File: config.mk
export PLATFORM = sky130hd
export DESIGN_NAME = nn_scaler_sequencer_flat
export DESIGN_NICKNAME = d
export VERILOG_FILES = /design/src/rtl/nn_scaler_sequencer_if.sv /design/src/rtl/nn_scaler_sequencer.sv /design/src/flat_wrapper.sv
export SDC_FILE = /design/constraint.sdc
export NUM_CORES = 1
export LEC_CHECK = 0
export ABC_AREA = 1
export CORE_AREA = 2 2 120 122
export DETAILED_ROUTE_END_ITERATION = 16
export DIE_AREA = 0 0 122 124
export PLACE_DENSITY = 0.63
export SETUP_SLACK_MARGIN = 0.05
export SLEW_MARGIN = 0
export SYNTH_ARGS = -nofsm -noshare
export SYNTH_HDL_FRONTEND = slang
export SYNTH_SLANG_ARGS = --single-unit
export TNS_END_PERCENT = 100
File: constraint.sdc
create_clock -name clk -period 4.4 [get_ports clk]
set_input_delay 0.44 -clock clk [delete_from_list [all_inputs] [get_ports clk]]
set_output_delay 0.44 -clock clk [all_outputs]
set_load 0.005 [all_outputs]
File: src/rtl/nn_scaler_sequencer_if.sv
// Source-ROM read port and destination-RAM write port of the nearest-neighbour zoom sequencer.
interface nn_scaler_sequencer_if;
    logic [14:0] rom_addr;
    logic        rom_rd;
    logic [7:0]  rom_data;
    logic [18:0] wr_addr;
    logic [7:0]  wr_data;
    logic        wr_en;

    modport master (
        output rom_addr, rom_rd, wr_addr, wr_data, wr_en,
        input  rom_data
    );

    modport slave (
        input  rom_addr, rom_rd, wr_addr, wr_data, wr_en,
        output rom_data
    );
endinterface

File: src/rtl/nn_scaler_sequencer.sv
// Nearest-neighbour zoom frame sequencer: one ROM read per destination pixel, write-back after ROM_LAT.
// Optional feature macro NN_SCALER_CKSUM_EN adds a running 16-bit checksum of written pixels.
module nn_scaler_sequencer #(
    parameter int LARGURA_ORIG = 160,
    parameter int ALTURA_ORIG  = 120,
    parameter int ESC_MAX      = 4,
    parameter int ROM_LAT      = 1
) (
    input  logic                  clk,
    input  logic                  rst,
    input  logic                  start,
    input  logic                  abort,
    input  logic [2:0]            escala,
    nn_scaler_sequencer_if.master bus,
    output logic                  busy,
    output logic                  done,
    output logic                  err
`ifdef NN_SCALER_CKSUM_EN
    ,
    output logic [15:0]           cksum
`endif
);
    typedef enum logic [1:0] {IDLE, RUN, DRAIN, DONE} state_t;

    state_t state, state_nxt;

    logic [2:0]  e_m1, x_sub, y_sub;
    logic [9:0]  x_dest, y_dest, x_last, y_last;
    logic [14:0] x_src, row_base;
    logic [ROM_LAT-1:0] vld_p;
    logic [18:0] wr_idx;

    logic escala_ok, accept, flush, last_x, last_pix;

    assign escala_ok = (escala != 3'd0) && (int'(escala) <= ESC_MAX);
    assign accept    = (state == IDLE) && start && escala_ok;
    assign flush     = abort && ((state == RUN) || (state == DRAIN));
    assign last_x    = (x_dest == x_last);
    assign last_pix  = last_x && (y_dest == y_last);

    always_ff @(posedge clk) begin
        if (!rst) state <= IDLE;
        else      state <= state_nxt;
    end

    always_comb begin
        state_nxt = state;
        case (state)
            IDLE:  if (start) state_nxt = escala_ok ? RUN : DONE;
            RUN:   if (abort) state_nxt = IDLE;
                   else if (last_pix) state_nxt = DRAIN;
            DRAIN: if (abort) state_nxt = IDLE;
                   else if (vld_p == '0) state_nxt = DONE;
            DONE:  state_nxt = IDLE;
            default: state_nxt = IDLE;
        endcase
    end

    always_comb begin
        bus.rom_rd   = (state == RUN);
        bus.rom_addr = (state == RUN) ? row_base + x_src : 15'd0;
        busy         = (state == RUN) || (state == DRAIN);
        done         = (state == DONE);
    end

    // Incremental source addressing: sub-pixel counters replace x/E and y/E dividers.
    always_ff @(posedge clk) begin
        if (!rst) begin
            e_m1 <= '0; x_last <= '0; y_last <= '0;
            x_sub <= '0; y_sub <= '0; x_dest <= '0; y_dest <= '0;
            x_src <= '0; row_base <= '0;
        end else if (accept) begin
            e_m1   <= escala - 3'd1;
            x_last <= 10'(LARGURA_ORIG * int'(escala) - 1);
            y_last <= 10'(ALTURA_ORIG * int'(escala) - 1);
            x_sub <= '0; y_sub <= '0; x_dest <= '0; y_dest <= '0;
            x_src <= '0; row_base <= '0;
        end else if (state == RUN) begin
            if (last_x) begin
                x_dest <= '0;
                x_sub  <= '0;
                x_src  <= '0;
                y_dest <= y_dest + 10'd1;
                if (y_sub == e_m1) begin
                    y_sub    <= '0;
                    row_base <= row_base + 15'(LARGURA_ORIG);
                end else begin
                    y_sub <= y_sub + 3'd1;
                end
            end else begin
                x_dest <= x_dest + 10'd1;
                if (x_sub == e_m1) begin
                    x_sub <= '0;
                    x_src <= x_src + 15'd1;
                end else begin
                    x_sub <= x_sub + 3'd1;
                end
            end
        end
    end

    always_ff @(posedge clk) begin
        if (!rst)                     err <= 1'b0;
        else if (state == IDLE && start) err <= !escala_ok;
    end

    // Read-valid travels ROM_LAT stages alongside the ROM; the write stage registers data and address.
    always_ff @(posedge clk) begin
        if (!rst) begin
            vld_p       <= '0;
            bus.wr_en   <= 1'b0;
            bus.wr_addr <= '0;
            bus.wr_data <= '0;
            wr_idx      <= '0;
        end else begin
            if (accept) wr_idx <= '0;
            if (flush) begin
                vld_p     <= '0;
                bus.wr_en <= 1'b0;
            end else begin
                vld_p[0] <= bus.rom_rd;
                for (int i = 1; i < ROM_LAT; i++) vld_p[i] <= vld_p[i-1];
                bus.wr_en <= vld_p[ROM_LAT-1];
                if (vld_p[ROM_LAT-1]) begin
                    bus.wr_data <= bus.rom_data;
                    bus.wr_addr <= wr_idx;
                    wr_idx      <= wr_idx + 19'd1;
                end
            end
        end
    end

`ifdef NN_SCALER_CKSUM_EN
    always_ff @(posedge clk) begin
        if (!rst)           cksum <= '0;
        else if (accept)    cksum <= '0;
        else if (bus.wr_en) cksum <= cksum + {8'd0, bus.wr_data};
    end
`endif
endmodule

File: src/flat_wrapper.sv
// flat-port wrapper written by rule: the top's interface ports become plain ports
module nn_scaler_sequencer_flat 
#(
    parameter int LARGURA_ORIG = 160,
    parameter int ALTURA_ORIG  = 120,
    parameter int ESC_MAX      = 4,
    parameter int ROM_LAT      = 1
)
  (clk, rst, start, abort, escala, busy, done, err, bus_rom_addr, bus_rom_rd, bus_wr_addr, bus_wr_data, bus_wr_en, bus_rom_data);
  nn_scaler_sequencer_if bus_i ();
  input  logic clk;
  input  logic rst;
  input  logic start;
  input  logic abort;
  input  logic [2:0] escala;
  output logic busy;
  output logic done;
  output logic err;
  output wire logic [$bits(bus_i.rom_addr)-1:0] bus_rom_addr;
  output wire logic [$bits(bus_i.rom_rd)-1:0] bus_rom_rd;
  output wire logic [$bits(bus_i.wr_addr)-1:0] bus_wr_addr;
  output wire logic [$bits(bus_i.wr_data)-1:0] bus_wr_data;
  output wire logic [$bits(bus_i.wr_en)-1:0] bus_wr_en;
  input wire logic [$bits(bus_i.rom_data)-1:0] bus_rom_data;
  assign bus_rom_addr = bus_i.rom_addr;
  assign bus_rom_rd = bus_i.rom_rd;
  assign bus_wr_addr = bus_i.wr_addr;
  assign bus_wr_data = bus_i.wr_data;
  assign bus_wr_en = bus_i.wr_en;
  assign bus_i.rom_data = bus_rom_data;
  nn_scaler_sequencer #(.LARGURA_ORIG(LARGURA_ORIG), .ALTURA_ORIG(ALTURA_ORIG), .ESC_MAX(ESC_MAX), .ROM_LAT(ROM_LAT)) u_core (.clk(clk), .rst(rst), .start(start), .abort(abort), .escala(escala), .bus(bus_i), .busy(busy), .done(done), .err(err));
endmodule
==> impl_metrics.py <==
metrics = {
    "status": {
        "status": "complete, no violations",
    },
    "pwr": {
        "switching_share": 0.346,
        "seqPwrFrac": 0.336,
        "ir_drop_mv": 0.291,
        "power.internal_w": 0.00239,
        "p_switching_w": 0.00126,
        "p_clk_frac": 0.392,
        "leakage_nw": 3.04,
        "p_comb_frac": 0.272,
        "power.density_nw_per_um2": 467,
    },
    "drt": {
        "antenna_left": 0,
        "vias": 6116,
        "wl_um": 15800,
        "detail_route.wl_per_cell_um": 13.2,
        "post_drt_via_cell_ratio": 5.14,
        "drc": 0,
        "drt_iter0_markers": 319,
        "first_pass_iters": 5,
    },
    "clock_network": {
        "cts_made_buffers": 17,
        "cts_max_level": 4,
        "path_clk_slew_ns": 0.06,
        "cts_tree": "built",
        "cts-root-buf": "clkbuf_16",
        "cts.sink_count": 115,
        "cts_setup_buffers": 0,
        "postCtsHoldBufs": 0,
        "postCtsResizedCells": 0,
        "cts_buffer_depth": 2,
        "clkLatencyLatePin_ns": 0.41,
    },
    "synth": {
        "async_flop_share": 0,
        "ys_warn_count": 0,
        "yosys.area_share.simple": 0.299,
        "synth.area.top_cells": "dfxtp_1, nand2_1, a21oi_1, nor2_1, inv_1",
        "syn_area_per_cell_um2": 6.83,
        "syn-instance-count": 941,
        "dominantRegCellSynth": "dfxtp_1",
        "synth_edf_count": 0,
        "synth.net_count": 991,
        "synth_compound_area_frac": 0.141,
        "synth_top_family_by_area": "simple AND/OR/NAND/NOR gates",
        "synth_fa_ha_area_frac": 0.0740,
        "synth_top_area_frac": 0.358,
        "seq_area_frac_synth": 0.358,
        "yosys.area.top_type": "dfxtp_1",
        "syn-cell-area_um2": 6420,
        "synth_xor_area_frac": 0.0423,
        "synth_mux_area_frac": 0,
        "yosysUniqueCellTypes": 44,
        "synth_seq_cells": 115,
    },
    "critical_path": {
        "arrival_ns": 2.74,
        "start_kind": "flop",
        "cp-end-kind": "primary output",
        "required_ns": 3.96,
        "path_max_fanout": 5,
        "worstSetupPathType": "reg2out",
    },
    "die": {
        "die_w_um": 122,
        "core_um2": 13700,
        "initial_core_util": 0.468,
        "fp.dieH_um": 124,
        "ios": 62,
        "die_area_um2": 15100,
        "row_count": 43,
    },
    "finish": {
        "syn_to_final_growth_pct": 21.5,
        "fin_util": 0.569,
        "diodes": 0,
        "nNetsFinal": 1048,
        "final.fill_count": 1353,
        "drive_above_1_share": 0.0544,
    },
    "sta": {
        "maxSlewViolCount": 0,
        "fmax_mhz": 314,
        "rsz0062_at_grt": "false",
        "finalCritPeriodShare": 0.723,
        "setup_viol": 0,
        "tightest_slew_ns": 0.563,
        "finClkSkew_ns": 0.00818,
        "fin_setup_tns_ns": 0,
        "fin_crit_ns": 3.18,
        "hold_violations": 0,
        "timing.slew.headroom": 0.623,
    },
    "global_routing": {
        "grt_pass1_vias": 5592,
        "grt_pass1_wl_um": 25900,
        "grt.total_usage": 0.215,
        "antenna_found_initial": 0,
        "grt_max_degree": 35,
        "gr-total-overflow": 0,
    },
    "worst_hold_path": {
        "hold_class": "reg2reg",
    },
    "place": {
        "port_buffers": 61,
        "place_hpwl_um": 11200,
        "gp_congestion": 0.817,
    },
    "job": {
        "cap_violations": 0,
    },
}
-- per-stage QoR --
stage	total power [W]	setup WS, ns	std cells	area (µm²)	hold slack [ns]
floorplan	0.00192	2.06	941	6420	0.438
finish	0.00365	1.22	1191	7810	0.462
detailed placement	0.00224	1.12	1159	7190	0.455
CTS	0.00368	1.19	1191	7810	0.464
global placement	0.00224	1.22	1159	7190	0.454
global route	0.00386	0.954	1191	7810	0.478
-- registers in the layout, indices dropped and copies added, names as in the netlist --
register and count:
u_core.bus.wr_addr 19, u_core.bus.wr_data 8, u_core.bus.wr_en 1, u_core.e_m1 1, u_core.err 1, u_core.row_base 10
u_core.state 2, u_core.vld_p 1, u_core.wr_idx 19, u_core.x_dest 10, u_core.x_last 4, u_core.x_src 15
u_core.x_sub 3, u_core.y_dest 10, u_core.y_last 8, u_core.y_sub 3
-- power by group through the flow --
stage | registers, W | logic (W) | clock network [W]
detailed placement | 0.00125 | 0.000994 | 0
floorplan | 0.00122 | 0.000692 | 0
CTS | 0.00123 | 0.00100 | 0.00146
global route | 0.00124 | 0.00111 | 0.00151
finish | 0.00123 | 0.000991 | 0.00143
global placement | 0.00125 | 0.000993 | 0
-- placed cells by master, fill, tap and decap left out, drive strengths merged, types with 5 or more instances in the layout --
master | synthesis | final
a21oi | 90 | 90
a31oi | 8 | 8
buf | 13 | 8
clkbuf | 18 | 18
clkdlybuf4s50 | 0 | 61
clkinv | 2 | 6
dfxtp | 115 | 115
fa | 5 | 5
ha | 30 | 30
inv | 106 | 111
nand2 | 212 | 212
nand3 | 68 | 68
nand4 | 8 | 8
nor2 | 125 | 125
nor3 | 30 | 30
o21ai | 49 | 49
xnor2 | 6 | 6
xor2 | 25 | 25
-- cell families after synthesis --
| kind of cell | after synthesis |
|---|---|
| flip-flops | 115 |
| buffers and inverters | 139 |
| XOR/XNOR | 31 |
| AO/OA/AOI/OAI | 167 |
| AND/OR/NAND/NOR | 454 |
| adder cells (fa/ha/maj) | 35 |
-- routing by layer --
metal / up-vias / track usage / share of wire
met5: - / 0 / 0
met4: 0 / 0.0769 / 0.018
met3: 25 / 0.0481 / 0.033
met2: 125 / 0.373 / 0.48
met1: 2781 / 0.263 / 0.47
li1: 3185 / - / -
-- synthesized netlist by cell type (2+ instances only) --
master	n
nor4_1	3
clkinv_1	2
nor3_1	30
or2_2	3
a21oi_1	90
a31oi_1	8
o21bai_1	3
ha_1	30
nand2_4	2
a221oi_1	3
nor2_1	118
buf_4	2
buf_1	4
nor2_2	6
clkbuf_1	17
xor2_1	25
o2111ai_1	2
dfxtp_1	115
o21ai_0	49
nand2_1	210
nand4_1	8
a211oi_1	3
buf_2	6
inv_1	104
nor3b_1	3
inv_2	2
fa_1	5
xnor2_1	6
nand3_1	67
-- worst max-delay path, cell delays in order (launching register included) --
cell             delay [ns]
dfxtp_1                0.46
ha_1                   0.22
inv_1                  0.07
fa_1                   0.39
nor2_1                 0.11
o21ai_0                0.08
nand2_1                0.13
nand3_1                0.08
nand2_1                0.08
o21ai_0                0.07
a21oi_1                0.13
clkdlybuf4s50_1        0.51
-- path summary, 6_finish.rpt --
| kind | slack, ns | startpoint | to | depth (start not counted) |
|---|---|---|---|---|
| worst min-delay path | 0.46 | u_core.bus.wr_addr[10]$_SDFFE_PN0P_ | u_core.bus.wr_addr[10]$_SDFFE_PN0P_ | 2 |
| worst max register to register | 1.72 | u_core.x_last[6]$_SDFFE_PN0P_ | u_core.x_sub[1]$_SDFFE_PP0P_ | 11 |
| worst max-delay path | 1.22 | u_core.x_src[5]$_SDFFE_PP0P_ | bus_rom_addr[11] | 11 |
| worst min register to register | 0.46 | u_core.bus.wr_addr[10]$_SDFFE_PN0P_ | u_core.bus.wr_addr[10]$_SDFFE_PN0P_ | 2 |
-- area by class of cell --
| cell class | instances | area, µm² | area share |
|---|---|---|---|
| multi-input combinational | 687 | 3580 | 0.458 |
| timing repair buffer | 69 | 683 | 0.0875 |
| clock buffer | 18 | 439 | 0.0562 |
| sequential | 115 | 2300 | 0.295 |
| inverter | 108 | 405 | 0.0519 |
| tap | 180 | 225 | 0.0288 |
| clock inverter | 14 | 176 | 0.0226 |
No activity file was read; power rests on OpenSTA's default activity.
